[config.mk]
export PLATFORM = sky130hd
export DESIGN_NAME = rf_vector_player_flat
export DESIGN_NICKNAME = d
export VERILOG_FILES = /design/src/rtl/rf_vector_player_if.sv /design/src/rtl/rf_vector_player.sv /design/src/flat_wrapper.sv
export SDC_FILE = /design/constraint.sdc
export NUM_CORES = 1
export LEC_CHECK = 0
export ABC_CLOCK_PERIOD_IN_PS = 6100
export CAP_MARGIN = 20
export CORE_MARGIN = 2
export CORE_UTILIZATION = 49
export DETAILED_ROUTE_END_ITERATION = 6
export GPL_TIMING_DRIVEN = 0
export PLACE_DENSITY = 0.88
export SETUP_SLACK_MARGIN = 0.05
export SLEW_MARGIN = 20
export SYNTH_ARGS = -nofsm -noshare
export SYNTH_HDL_FRONTEND = slang
export SYNTH_SLANG_ARGS = --single-unit
export TNS_END_PERCENT = 30
[constraint.sdc]
create_clock -name clk -period 6.1 [get_ports clk]
set_input_delay 1.22 -clock clk [delete_from_list [all_inputs] [get_ports clk]]
set_output_delay 1.22 -clock clk [all_outputs]
set_load 0.01 [all_outputs]
[src/rtl/rf_vector_player_if.sv]
// rf_vector_player_if: vector ROM port plus register-file/ALU datapath port.
// master = player side, slave = ROM/datapath side.
interface rf_vector_player_if #(
  parameter int AW = 14
);
  logic [AW-1:0] vec_addr;
  logic [120:0]  vec_data;
  logic [4:0]    rd_addr1;
  logic [4:0]    rd_addr2;
  logic [4:0]    wr_addr;
  logic [4:0]    shamt;
  logic [3:0]    funct;
  logic          RegWrite;
  logic [31:0]   rd_data1;
  logic [31:0]   rd_data2;
  logic [31:0]   wr_data;

  modport master (
    output vec_addr, rd_addr1, rd_addr2, wr_addr,
    output shamt, funct, RegWrite,
    input  vec_data, rd_data1, rd_data2, wr_data
  );

  modport slave (
    input  vec_addr, rd_addr1, rd_addr2, wr_addr,
    input  shamt, funct, RegWrite,
    output vec_data, rd_data1, rd_data2, wr_data
  );
endinterface

[src/rtl/rf_vector_player.sv]
// rf_vector_player: replays ROM vectors into the RF/ALU datapath and grades it.
// Optional macro VEC_STOP_ON_FAIL_EN: end the run at the first mismatch.
module rf_vector_player #(
  parameter int NUM_VEC = 10000,
  parameter int AW      = $clog2(NUM_VEC),
  parameter int CW      = $clog2(NUM_VEC + 1)
) (
  input  logic                clk,
  input  logic                rst,
  input  logic                start,
  rf_vector_player_if.master  bus,
  output logic                busy,
  output logic                done,
  output logic [CW-1:0]       pass_cnt,
  output logic [CW-1:0]       fail_cnt,
  output logic [AW-1:0]       first_fail_idx
);

  typedef enum logic [2:0] {
    IDLE, FETCH, LATCH, CHECK, DONE
  } state_t;

  state_t        state;
  state_t        state_nx;
  logic [AW-1:0] idx;
  logic [4:0]    ra1_q;
  logic [4:0]    ra2_q;
  logic [4:0]    wa_q;
  logic [4:0]    sh_q;
  logic [3:0]    fn_q;
  logic          rw_q;
  logic [31:0]   e1_q;
  logic [31:0]   e2_q;
  logic [31:0]   ew_q;
  logic          match;
  logic          last;
  logic          stop;
  logic          go;

  assign match = (bus.rd_data1 == e1_q)
              && (bus.rd_data2 == e2_q)
              && (bus.wr_data  == ew_q);
  assign last  = (idx == AW'(NUM_VEC - 1));
  assign go    = start && (state == IDLE || state == DONE);

`ifdef VEC_STOP_ON_FAIL_EN
  assign stop = last || !match;
`else
  assign stop = last;
`endif

  assign bus.vec_addr = idx;
  assign bus.rd_addr1 = ra1_q;
  assign bus.rd_addr2 = ra2_q;
  assign bus.wr_addr  = wa_q;
  assign bus.shamt    = sh_q;
  assign bus.funct    = fn_q;
  // write enable only while the stimulus has been stable a full cycle
  assign bus.RegWrite = (state == CHECK) && rw_q;
  assign busy = (state == FETCH) || (state == LATCH)
             || (state == CHECK);
  assign done = (state == DONE);

  // state register
  always_ff @(posedge clk or negedge rst) begin
    if (!rst) state <= IDLE;
    else      state <= state_nx;
  end

  // next-state decode
  always_comb begin
    state_nx = state;
    unique case (state)
      IDLE:    if (start) state_nx = FETCH;
      FETCH:   state_nx = LATCH;
      LATCH:   state_nx = CHECK;
      CHECK:   state_nx = stop ? DONE : FETCH;
      DONE:    if (start) state_nx = FETCH;
      default: state_nx = IDLE;
    endcase
  end

  // vector index, stimulus/expected latches and result counters
  always_ff @(posedge clk or negedge rst) begin
    if (!rst) begin
      idx            <= '0;
      ra1_q          <= '0;
      ra2_q          <= '0;
      wa_q           <= '0;
      sh_q           <= '0;
      fn_q           <= '0;
      rw_q           <= 1'b0;
      e1_q           <= '0;
      e2_q           <= '0;
      ew_q           <= '0;
      pass_cnt       <= '0;
      fail_cnt       <= '0;
      first_fail_idx <= '0;
    end else begin
      if (go) begin
        idx            <= '0;
        pass_cnt       <= '0;
        fail_cnt       <= '0;
        first_fail_idx <= '0;
      end
      if (state == LATCH) begin
        ra1_q <= bus.vec_data[120:116];
        ra2_q <= bus.vec_data[115:111];
        wa_q  <= bus.vec_data[110:106];
        sh_q  <= bus.vec_data[105:101];
        fn_q  <= bus.vec_data[100:97];
        rw_q  <= bus.vec_data[96];
        e1_q  <= bus.vec_data[95:64];
        e2_q  <= bus.vec_data[63:32];
        ew_q  <= bus.vec_data[31:0];
      end
      if (state == CHECK) begin
        if (match) begin
          pass_cnt <= pass_cnt + CW'(1);
        end else begin
          fail_cnt <= fail_cnt + CW'(1);
          if (fail_cnt == '0) first_fail_idx <= idx;
        end
        if (!stop) idx <= idx + AW'(1);
      end
    end
  end

endmodule

[src/flat_wrapper.sv]
// flat-port wrapper written by rule: the top's interface ports become plain ports
module rf_vector_player_flat 
#(
  parameter int NUM_VEC = 10000,
  parameter int AW      = $clog2(NUM_VEC),
  parameter int CW      = $clog2(NUM_VEC + 1)
)
  (clk, rst, start, busy, done, pass_cnt, fail_cnt, first_fail_idx, bus_vec_addr, bus_rd_addr1, bus_rd_addr2, bus_wr_addr, bus_shamt, bus_funct, bus_RegWrite, bus_vec_data, bus_rd_data1, bus_rd_data2, bus_wr_data);
  rf_vector_player_if #(.AW(AW)) bus_i ();
  input  logic clk;
  input  logic rst;
  input  logic start;
  output logic busy;
  output logic done;
  output logic [CW-1:0] pass_cnt;
  output logic [CW-1:0] fail_cnt;
  output logic [AW-1:0] first_fail_idx;
  output wire logic [$bits(bus_i.vec_addr)-1:0] bus_vec_addr;
  output wire logic [$bits(bus_i.rd_addr1)-1:0] bus_rd_addr1;
  output wire logic [$bits(bus_i.rd_addr2)-1:0] bus_rd_addr2;
  output wire logic [$bits(bus_i.wr_addr)-1:0] bus_wr_addr;
  output wire logic [$bits(bus_i.shamt)-1:0] bus_shamt;
  output wire logic [$bits(bus_i.funct)-1:0] bus_funct;
  output wire logic [$bits(bus_i.RegWrite)-1:0] bus_RegWrite;
  input wire logic [$bits(bus_i.vec_data)-1:0] bus_vec_data;
  input wire logic [$bits(bus_i.rd_data1)-1:0] bus_rd_data1;
  input wire logic [$bits(bus_i.rd_data2)-1:0] bus_rd_data2;
  input wire logic [$bits(bus_i.wr_data)-1:0] bus_wr_data;
  assign bus_vec_addr = bus_i.vec_addr;
  assign bus_rd_addr1 = bus_i.rd_addr1;
  assign bus_rd_addr2 = bus_i.rd_addr2;
  assign bus_wr_addr = bus_i.wr_addr;
  assign bus_shamt = bus_i.shamt;
  assign bus_funct = bus_i.funct;
  assign bus_RegWrite = bus_i.RegWrite;
  assign bus_i.vec_data = bus_vec_data;
  assign bus_i.rd_data1 = bus_rd_data1;
  assign bus_i.rd_data2 = bus_rd_data2;
  assign bus_i.wr_data = bus_wr_data;
  rf_vector_player #(.NUM_VEC(NUM_VEC), .AW(AW), .CW(CW)) u_core (.clk(clk), .rst(rst), .start(start), .bus(bus_i), .busy(busy), .done(done), .pass_cnt(pass_cnt), .fail_cnt(fail_cnt), .first_fail_idx(first_fail_idx));
endmodule
Word level (Yosys, flattened, before mapping)
Index checks and enable logic that the tools add are counted.
Storage, ports and cells
  flip-flop bits (word level): 180
  output and inout bits: 83
  word-level logic and storage cells: 52
Cells by class
  add/sub/neg operators: 3
  eq/ne operators: 9
  muxes and demuxes: 16
  reduce and logical (&&, ||, !) cells: 10
Operators by type and width (number)
  14-bit 2-to-1 mux: 13
  32-bit == test: 3
  14-bit by 1-bit adder with 14-bit output, second input constant: 3
  14-bit == test, second input constant: 1
  14-bit logical NOT: 1
  3-bit one-hot mux with 4 select lines: 1
  3-bit by 2-bit == test with 1-bit output, second input constant: 2
  3-bit 2-to-1 mux: 2
  1-bit logical AND: 4
  3-bit by 1-bit == test with 1-bit output, second input constant: 1
  3-bit == test, second input constant: 1
  3-bit logical NOT: 1
  1-bit logical OR: 3
  2-bit by 1-bit != test with 1-bit output, second input constant: 1
  2-bit OR reduction: 1

Logic depth before layout (Yosys ltp)
  word-level depth: 7
  depth in mapped cells: 9

Least setup slack after synthesis
Ideal clock, no wire load.
  kind: input -> register
  from: input bus_rd_data1[28]
  to: register u_core.pass_cnt[8]
  library setup time: 79 ps
  arrival time: 2808 ps
  required time: 6021 ps
  slack: 3213 ps
  stages: 9
  buffers on the path: 2
  path through: xor2_1 > nor4_1 > nand4_1 > nor4_4 > buf_6 > nand2_4 > buf_6 > nor2_1 > mux2i_1
Between the ends
  cells in the longest elaborated chain, start to end: 5
Ends and longest elaborated chain
  start, declared: line flat_wrapper.sv:26  | input wire logic [$bits(bus_i.rd_data1)-1:0] bus_rd_data1;
  32-bit == test: line rf_vector_player.sv:40  | assign match = (bus.rd_data1 == e1_q)
  1-bit logical AND: line rf_vector_player.sv:41  | && (bus.rd_data2 == e2_q)
  1-bit logical AND: line rf_vector_player.sv:42  | && (bus.wr_data == ew_q);
  14-bit 2-to-1 mux: line rf_vector_player.sv:118  | if (match) begin
  14-bit 2-to-1 mux: line rf_vector_player.sv:117  | if (state == CHECK) begin
  end signal, assigned: line rf_vector_player.sv:119  | pass_cnt <= pass_cnt + CW'(1);
  end, declared: line rf_vector_player.sv:14  | output logic [CW-1:0] pass_cnt,
Every way passes these cells.
A chain may end at the register's enable or synchronous reset.

Final worst setup path
  from: register u_core.state[2]
  to: output bus_RegWrite
Between the ends
  cells in the longest elaborated chain, start to end: 2
Ends and longest elaborated chain
  start, declared: line rf_vector_player.sv:23  | state_t state;
  start signal, assigned: line rf_vector_player.sv:67  | else state <= state_nx;
  3-bit by 2-bit == test with 1-bit output: line rf_vector_player.sv:59  | assign bus.RegWrite = (state == CHECK) && rw_q;
  1-bit logical AND: line rf_vector_player.sv:59
  end, declared: line flat_wrapper.sv:24  | output wire logic [$bits(bus_i.RegWrite)-1:0] bus_RegWrite;
Every way passes these cells.

==> results summary <==
The number of optimization iterations in the first detailed-route pass came out at 4. The count of unresolved DRC violations after routing is 0. Dividing total power by cell area gives a power density of 407 nW/um2. The die area is 18,500 um2.

The final worst-path cycle share came out at 57.4%. By startpoint and endpoint, the worst setup path is classified as reg2out. Between clock sinks in the finished design, the worst skew comes to 0.0114 ns.

The share of async-settable or async-resettable flops after synthesis came out at 100%. After clock tree synthesis, the repair step resized 0 gates. The worst hold margin came out at 0.484 ns.

The arrival time reported for the critical path endpoint is 2.28 ns. The first-pass GRT wire length is 38.2 mm. The number of synthesis warnings came out at 0. The delay of the slowest critical-path stage came out at 0.55 ns. The floorplan step set the die width to 136 um.

For the pin with the worst max-slew slack, the measured transition is 0.882 ns. After clock tree synthesis, the clock-pin slew on the worst setup and hold paths is 0.07 ns. The floorplan step set the die height to 136 um.

The relative max-transition margin is 41.2%. The number of ports placed on the die boundary is 303. TritonCTS built the clock tree. Setup repair after global routing left no endpoint under its margin. The slowest stage of the critical path is the sky130_fd_sc_hd__clkdlybuf4s50_1 cell.

The number of global-route vias before repair is 7,136. The max-slew violation count is 0. The number of placed cells counting well taps came out at 1,233.

For this run, the leading register cell type out of synthesis is sky130_fd_sc_hd__dfrtp_1. The mean instance size in the synthesized netlist is 12.1 um2. Detailed placement ended at an HPWL of 19.0 mm.

The kind of end point of the critical path is an output port. The last weighted congestion value of the routability-driven placer came out at 0.866. The highest net fanout along the worst path is 7. Entering global routing, the biggest net connects 92 pins.

The clock latency on the worst-skew pair came out at 0.43 ns. The total global-route track usage is 27.6%. The buffer count from post-CTS setup fixing came out at 0.

After detailed routing, the average wire length per cell comes to 19.9 um. In this run the remaining antenna-violating nets after routing total 0. Sequential elements use 52.8% of the synthesized area. The starting density of the core came out at 49.7%. The count of hold-fix buffers inserted at cts came out at 0. The shortest clock period the worst path allows after layout is 3.50 ns. For this run, the number of standard cells in the final layout without fillers is 1,264.

STA classifies the critical path startpoint as a flop. The number of nets handed over by synthesis was 929. The H-tree depth is 4. Clock tree synthesis found a total of 180 sinks. CTS placed an instance of sky130_fd_sc_hd__clkbuf_16 at the clock tree root. The count of port buffers added during placement came out at 302. The layout cell share with drive strength beyond 1 came out at 16.8%. The final route contains 6,847 vias.

The core footprint is 17,200 um2. The critical path goes through nand2b_1 -> nor2_1 -> and2_1 -> clkdlybuf4s50_1. The number of violations of the max-capacitance limit came out at 0.

The type of the worst min-delay path is reg2reg. The final-report hold violation count is 0. The required time at the endpoint of the critical path is 4.88 ns.

The flow ran to the end, and the final reports show no timing, DRC or antenna violations. The number of setup violations in the final report came out at 0. The longest clock path from root to sink contains 2 buffers.

Static timing analysis puts the maximum clock frequency at 286 MHz. The number of antenna violations at the first check in global routing came out at 1. The synthesis-to-finish area growth is 46.1%.

The final layout net count is 1,251. Yosys mapped a number of flops with a built-in enable equal to 0. The number of placement rows came out at 48. For this run the aggregate overflow at the end of global routing stands at 0. The clock buffer count from CTS is 17. The average via count per standard cell is 5.42.

The post-synthesis instance total came out at 705. The count of unique library cells instantiated by Yosys came out at 51. IR analysis of the VDD net gives a maximum drop of 245 uV.

The violation count after the first detailed-routing iteration is 411. The leakage dissipation is 5.23 nW. In this run, synthesis produced a sequential element count of 180. The post-synthesis instance area came out at 8530 um2.

The total wire length came out at 25.1 mm.
-- worst paths after layout --
path / start / end / slack (ns) / cells past startpoint
hold / removal: u_core.state[2] / u_core.state[1] / 0.48 / 1
setup reg to reg: u_core.ew_q[31] / u_core.first_fail_idx[2] / 3.42 / 9
hold reg to reg: u_core.state[2] / u_core.state[1] / 0.48 / 1
min in group asynchronous: rst / u_core.e2_q[8] / 0.77 / 1
max in group asynchronous: rst / u_core.bus.rd_addr1[4] / 4.44 / 2
setup / recovery: u_core.state[2] / bus_RegWrite / 2.60 / 4
-- worst max-delay path, delay by kind of cell (launching register included) --
| family | cells | cell delay (ns) |
|---|---|---|
| DFF | 1 | 0.41 |
| and+or+nand+nor | 3 | 0.89 |
| buffers and inverters | 1 | 0.55 |
-- registers in the layout, indices dropped and copies added (netlist names), 14 cells and up --
name,flops
u_core.bus.vec_addr,14
u_core.e1_q,32
u_core.e2_q,32
u_core.ew_q,32
u_core.fail_cnt,14
u_core.first_fail_idx,14
u_core.pass_cnt,14
-- power by group --
part	leakage [nW]	switching, mW	internal, mW	total, mW
sequential	2.23	0.348	1.66	2.01
clock	0.282	0.466	0.663	1.13
combinational	2.72	0.844	1.09	1.93
-- metrics by stage --
stage	worst slack, ns	area, um2	total power [mW]	setup TNS [ns]	util (%)
3_3_place_gp	-3.76	11800	3.85	-673.96	68.9
5_1_grt	2.41	12500	5.33	0	72.6
2_1_floorplan	3.21	8530	3.14	0	-
3_5_place_dp	2.09	11900	3.94	0	69.1
4_1_cts	2.52	12500	5.09	0	72.6
6_report	2.60	12500	5.07	0	72.6
-- routing by layer --
metal | wire length (um) | global-route usage (%) | share of wire [%] | vias up
met1 | 9900 | 32.3 | 39 | 3363
met5 | 0 | 0 | 0 | -
met3 | 1720 | 7.23 | 6.8 | 70
li1 | - | - | - | 3134
met2 | 12500 | 47.0 | 50 | 280
met4 | 1050 | 13.4 | 4.2 | 0
-- layout make-up --
class,count,area (um2)
Timing Repair Buffer,303,3060
Buffer,25,120
Sequential cell,180,4500
Multi-Input combinational cell,491,3870
Antenna cell,1,2.50
Clock buffer,22,464
Tap cell,225,282
Inverter,9,33.8
Fill cell,1218,4710
Clock inverter,8,128
-- logic make-up (layout without fill, tap and decap cells) --
group	Yosys count	in the layout	share of synthesized area [%]
AND/OR/NAND/NOR	191	191	12.0
flip-flops	180	180	52.8
multiplexers	129	129	17.0
XOR/XNOR	106	106	10.9
AO/OA/AOI/OAI	61	61	5.01
buffers and inverters	34	367	1.80
adder cells (fa/ha/maj)	4	4	0.587
other	0	1	0
-- placed cells by master (no fill, tap or decap), drive strengths merged, types with 3 or more instances in the layout --
cell           synthesis  layout
a2111oi                3       3
ha                     4       4
nor2                  30      30
nor3b                  8       8
clkdlybuf4s50          0     301
a22o                   3       3
nor4                  28      28
xor2                 102     102
xnor2                  4       4
nand3                 24      24
clkbuf                17      39
and2                   5       5
or2                    3       3
nand2                 54      54
and3                  11      11
a221o                  5       5
nand4                 14      14
a21o                   4       4
a211o                  4       4
dfrtp                180     180
o21ai                 29      29
nor3                   6       6
mux2i                  6       6
bufinv                 0       3
mux2                 123     123
buf                    8      10
clkinv                 0       3
a21oi                  3       3
inv                    9       9
-- cells in the mapped netlist, drive strengths merged (2+ instances only) --
cell / count / area, um2
inv: 9 / 33.8
xnor2: 4 / 35.0
xor2: 102 / 893
or2: 3 / 18.8
dfrtp: 180 / 4500
a21o: 4 / 30.0
ha: 4 / 50.1
nor2: 30 / 115
nand2b: 2 / 12.5
nor3: 6 / 45.0
nor4: 28 / 190
mux2: 123 / 1390
nand2: 54 / 210
o31ai: 2 / 15.0
o21ai: 29 / 145
a2111oi: 3 / 45.1
and2: 5 / 31.3
nand4: 14 / 87.6
a21oi: 3 / 22.5
mux2i: 6 / 60.1
buf: 8 / 56.3
a22o: 3 / 26.3
a221o: 5 / 50.1
nor3b: 8 / 75.1
clkbuf: 17 / 63.8
nor2b: 2 / 12.5
o22ai: 2 / 12.5
a211o: 4 / 35.0
nand3: 24 / 120
and3: 11 / 68.8
No activity file was read; power rests on OpenSTA's default activity.
==> edit 1: new RTL, same settings <==
Register the input `start` before use. The logic sees it one clock later. The other inputs are not delayed to match.
--- a/src/rtl/rf_vector_player.sv
+++ b/src/rtl/rf_vector_player.sv
@@ -20,6 +20,12 @@
     IDLE, FETCH, LATCH, CHECK, DONE
   } state_t;
 
+  logic start_q;
+
+  always_ff @(posedge clk) begin
+    start_q <= start;
+  end
+
   state_t        state;
   state_t        state_nx;
   logic [AW-1:0] idx;
@@ -41,7 +47,7 @@
               && (bus.rd_data2 == e2_q)
               && (bus.wr_data  == ew_q);
   assign last  = (idx == AW'(NUM_VEC - 1));
-  assign go    = start && (state == IDLE || state == DONE);
+  assign go    = start_q && (state == IDLE || state == DONE);
 
 `ifdef VEC_STOP_ON_FAIL_EN
   assign stop = last || !match;
@@ -71,11 +77,11 @@
   always_comb begin
     state_nx = state;
     unique case (state)
-      IDLE:    if (start) state_nx = FETCH;
+      IDLE:    if (start_q) state_nx = FETCH;
       FETCH:   state_nx = LATCH;
       LATCH:   state_nx = CHECK;
       CHECK:   state_nx = stop ? DONE : FETCH;
-      DONE:    if (start) state_nx = FETCH;
+      DONE:    if (start_q) state_nx = FETCH;
       default: state_nx = IDLE;
     endcase
   end
Behaviour: not the same (a bounded check fails within 4 cycles, from zero or initial values and one cycle with rst low).
==> edit 1 against the original RTL <==
First-iteration DRC count is 46% higher. Worst setup slack lost 0.26 ns. Synthesized cell count is 0.99% higher. Global-route usage grew 1.2 points. Routed wire length rose by 2.0%. Register-to-register slack worse by 0.29 ns. Sequential cell count is 1 higher. Highest routed layer unchanged. Critical endpoint is now u_core.pass_cnt[1]. Synthesized area is 0.43% lower. Final area fell by 0.36%. Power fell by 1.5%. Sequential power barely moved.
==> edit 1: results (changes against the original RTL) <==
dpl ws=1.97 ns (was 2.09 ns); Largest stage delay, worst path=0.57 ns (was 0.55 ns); placed cell area=11800 um2 (was 11900 um2); DRT iter0 DRCs=602 (was 411); fin nets=1258 (was 1251); largest net degree at the start of global routing=98 (was 92); Pre-antenna DRT Iters=5 (was 4); total number of vias=6938 (was 6847); Placer Congestion=0.901 (was 0.866); global-route wire length before repair=39.9 mm (was 38.2 mm); DP HPWL=19.1 mm (was 19.0 mm); Critical Path AT=4.06 ns (was 2.28 ns); initial antenna violation count=2 (was 1); R2R cell count=8 (was 9); Syn Inst Count=712 (was 705); Critical Path Slowest Stage Cell=nor4_1 (was clkdlybuf4s50_1); Placed Cells=1240 (was 1233); Worst R2R Setup Slack=3.13 ns (was 3.42 ns); net count after synthesis=936 (was 929); WL/cell=20.1 um (was 19.9 um); layout cells sized above 1=16.0% (was 16.8%); worst clock skew=0.0131 ns (was 0.0114 ns); initial core utilization=49.6% (was 49.7%); commonest cells in the netlist=dfrtp_1, mux2_2, xor2_1, nand2_1, nor2_1 (unchanged); fraction of registers with async set/reset=99.4% (was 100%); Static Leak=5.17 nW (was 5.23 nW); post-synthesis sequential area ratio=53.2% (was 52.8%); Setup crit start=bus_wr_data[27] (was u_core.state[2]); synth top area cells=dfrtp_1, mux2_2, xor2_1 (unchanged); CP max FO=10 (was 7); r2r startpoint=u_core.e1_q[30] (was u_core.ew_q[31]); status=finished clean (unchanged); total track usage=28.8% (was 27.6%); Max IR drop VDD=0.000254 V (was 0.000245 V); synth unique cells=45 (was 51); Crit Path Class=input port to register (was register to output pin)
==> edit 1: cell types whose count changed after synthesis, sizes merged, moves of 4 or more <==
cell / delta
nand3: -4
clkbuf: +6
inv: -4
buf: -5
nand2: +8
==> edit 1: area by class of cell <==
class / count / area [um2]
Tap cell: 225 / 282
Multi-Input combinational cell: 500 / 3850
Timing Repair Buffer: 303 / 3060
Inverter: 5 / 18.8
Buffer: 26 / 100
Sequential cell: 181 / 4520
Clock buffer: 18 / 429
Clock inverter: 14 / 151
Antenna cell: 2 / 5.00
Fill cell: 1205 / 4700
==> edit 1: cells by family (layout without fill, tap and decap cells) <==
group	count (synthesis)	after routing	share of synthesized area [%]
AND/OR/NAND/NOR	201	201	12.1
flip-flops	181	181	53.2
multiplexers	128	128	16.9
XOR/XNOR	108	108	11.1
AO/OA/AOI/OAI	59	59	4.64
buffers and inverters	31	366	1.40
adder cells (fa/ha/maj)	4	4	0.589
other	0	2	0
==> edit 1: through the flow <==
stage / hold WS, ns / utilization, %
detailed placement: 0.476 / 69.1
floorplan: 0.432 / -
global route: 0.520 / 72.5
CTS: 0.485 / 72.5
finish: 0.479 / 72.6
global placement: 0.450 / 68.9
==> edit 1: per-layer routing <==
layer	global-route usage, %	wire length, um	vias up	part of all wire, %
li1	-	-	3165	-
met2	46.6	12500	291	49
met1	35.6	10200	3417	40
met4	13.6	1060	0	4.1
met3	8.12	1920	65	7.5
met5	0	0	-	0
==> edit 1: power breakdown <==
group	switching [mW]	internal, mW
registers	0.343	1.66
clock network	0.496	0.609
logic	0.820	1.07
==> edit 2: new RTL, same flow settings <==
Made on the original files. Build with the macro `VEC_STOP_ON_FAIL_EN` defined.
--- a/src/rtl/rf_vector_player.sv
+++ b/src/rtl/rf_vector_player.sv
@@ -1,5 +1,7 @@
 // rf_vector_player: replays ROM vectors into the RF/ALU datapath and grades it.
 // Optional macro VEC_STOP_ON_FAIL_EN: end the run at the first mismatch.
+`define VEC_STOP_ON_FAIL_EN
+
 module rf_vector_player #(
   parameter int NUM_VEC = 10000,
   parameter int AW      = $clog2(NUM_VEC),
Function: changed (a bounded check fails within 10 cycles, from zero or initial values and one cycle with rst low).
==> edit 2 against the original RTL <==
Routed wire length grew 0.29%. Synthesized area shrank 0.41%. Global-route usage grew 0.096 points. Final cell count shrank 0.63%. Power shrank 4.7%. Final area is essentially flat. Worst setup slack lost 0.71 ns. Sequential cell count is the same.
==> edit 2: results (changes against the original RTL) <==
status=finished clean (unchanged); DRT iter0 DRCs=351 (was 411); largest net degree at the start of global routing=76 (was 92); total track usage=27.7% (was 27.6%); slew margin rel.=40.5% (was 41.2%); fin nets=1243 (was 1251); met3 WL=1.65 mm (was 1.72 mm); WL met2=12.2 mm (was 12.5 mm); Max IR drop VDD=0.000225 V (was 0.000245 V); DP HPWL=18.9 mm (was 19.0 mm); global-route wire length before repair=38.2 mm (about the same); CP max FO=10 (was 7); fin cells=1256 (was 1264); vias in the first global route=7011 (was 7136); Pre-antenna DRT Iters=5 (was 4); WL/cell=20.1 um (was 19.9 um); R2R cell count=8 (was 9); Critical Path AT=4.49 ns (was 2.28 ns); Filler cells=1166 (was 1218); placed cell area=11900 um2 (about the same); Crit Path Class=input port to register (was register to output pin); total number of vias=6828 (was 6847); dpl ws=1.58 ns (was 2.09 ns); layout cells sized above 1=15.9% (was 16.8%); R2R Path End=u_core.pass_cnt[9] (was u_core.first_fail_idx[2]); Synth Area in Compound Gates=3.28% (was 5.01%); post-synthesis sequential area ratio=53.0% (was 52.8%); Worst R2R Setup Slack=2.70 ns (was 3.42 ns); post-layout util=72.9% (was 72.6%); net count after synthesis=920 (was 929); synth unique cells=43 (was 51); M2 GR Usage=45.5% (was 47.0%); commonest cells in the netlist=dfrtp_1, mux2_2, xor2_1, nand2_1, mux2i_1 (was dfrtp_1, mux2_2, xor2_1, nand2_1, nor2_1); Placer Congestion=0.861 (was 0.866); Synth Area in Adders=0.589% (was 0.587%); met1 GRT Util=34.9% (was 32.3%); routing usage on met3=6.36% (was 7.23%); Syn Inst Count=696 (was 705); Metal-1 WL=10.4 mm (was 9.90 mm); r2r startpoint=u_core.ew_q[2] (was u_core.ew_q[31]); Synth Area in XOR/XNOR=10.1% (was 10.9%); mux cell area share after synthesis=20.4% (was 17.0%); worst clock skew=0.00964 ns (was 0.0114 ns); Setup crit start=bus_wr_data[2] (was u_core.state[2])
## edit 2: changes by cell type after synthesis, moves of 5 or more
cell     delta
a221o_1     -5
nor4_1      +5
o21ai_0    -14
nor2_1     -20
nand3_1     -7
a21oi_1     +7
or3_1       +6
inv_1      +13
mux2i_1    +29
xor2_1      -6
## edit 2: area by class of cell
| cell class | count | share of cell area (%) |
|---|---|---|
| clock buffer | 21 | 3.61 |
| clock inverter | 9 | 1.24 |
| sequential | 180 | 36.1 |
| multi-input combinational | 470 | 30.6 |
| buffer | 24 | 0.752 |
| timing repair buffer | 304 | 24.7 |
| inverter | 22 | 0.662 |
| antenna | 1 | 0.0201 |
| tap | 225 | 2.26 |
## edit 2: power breakdown
part	internal, mW	total [mW]	leakage [nW]	switching [mW]
sequential	1.64	1.95	2.24	0.311
clock	0.693	1.15	0.293	0.456
combinational	1.01	1.74	2.58	0.727
total	3.34	4.83	5.11	1.49
## edit 2: worst min path at each step
stage,from,to,cells past startpoint,slack [ns]
floorplan,u_core.rw_q,u_core.rw_q,1,0.47
global placement,u_core.pass_cnt[13],u_core.pass_cnt[13],1,0.46
detailed placement,u_core.pass_cnt[13],u_core.pass_cnt[13],1,0.47
CTS,u_core.pass_cnt[13],u_core.pass_cnt[13],1,0.48
global route,u_core.pass_cnt[13],u_core.pass_cnt[13],1,0.50
finish,u_core.pass_cnt[13],u_core.pass_cnt[13],1,0.48
## edit 2: worst max-delay path, stage by stage
cell             delay, ns
clkdlybuf4s50_1       0.43
xor2_1                0.16
nor4_1                0.61
nand4_1               0.30
nor4_4                0.55
nand3_2               0.29
clkbuf_1              0.32
o311ai_0              0.47
o41ai_1               0.14
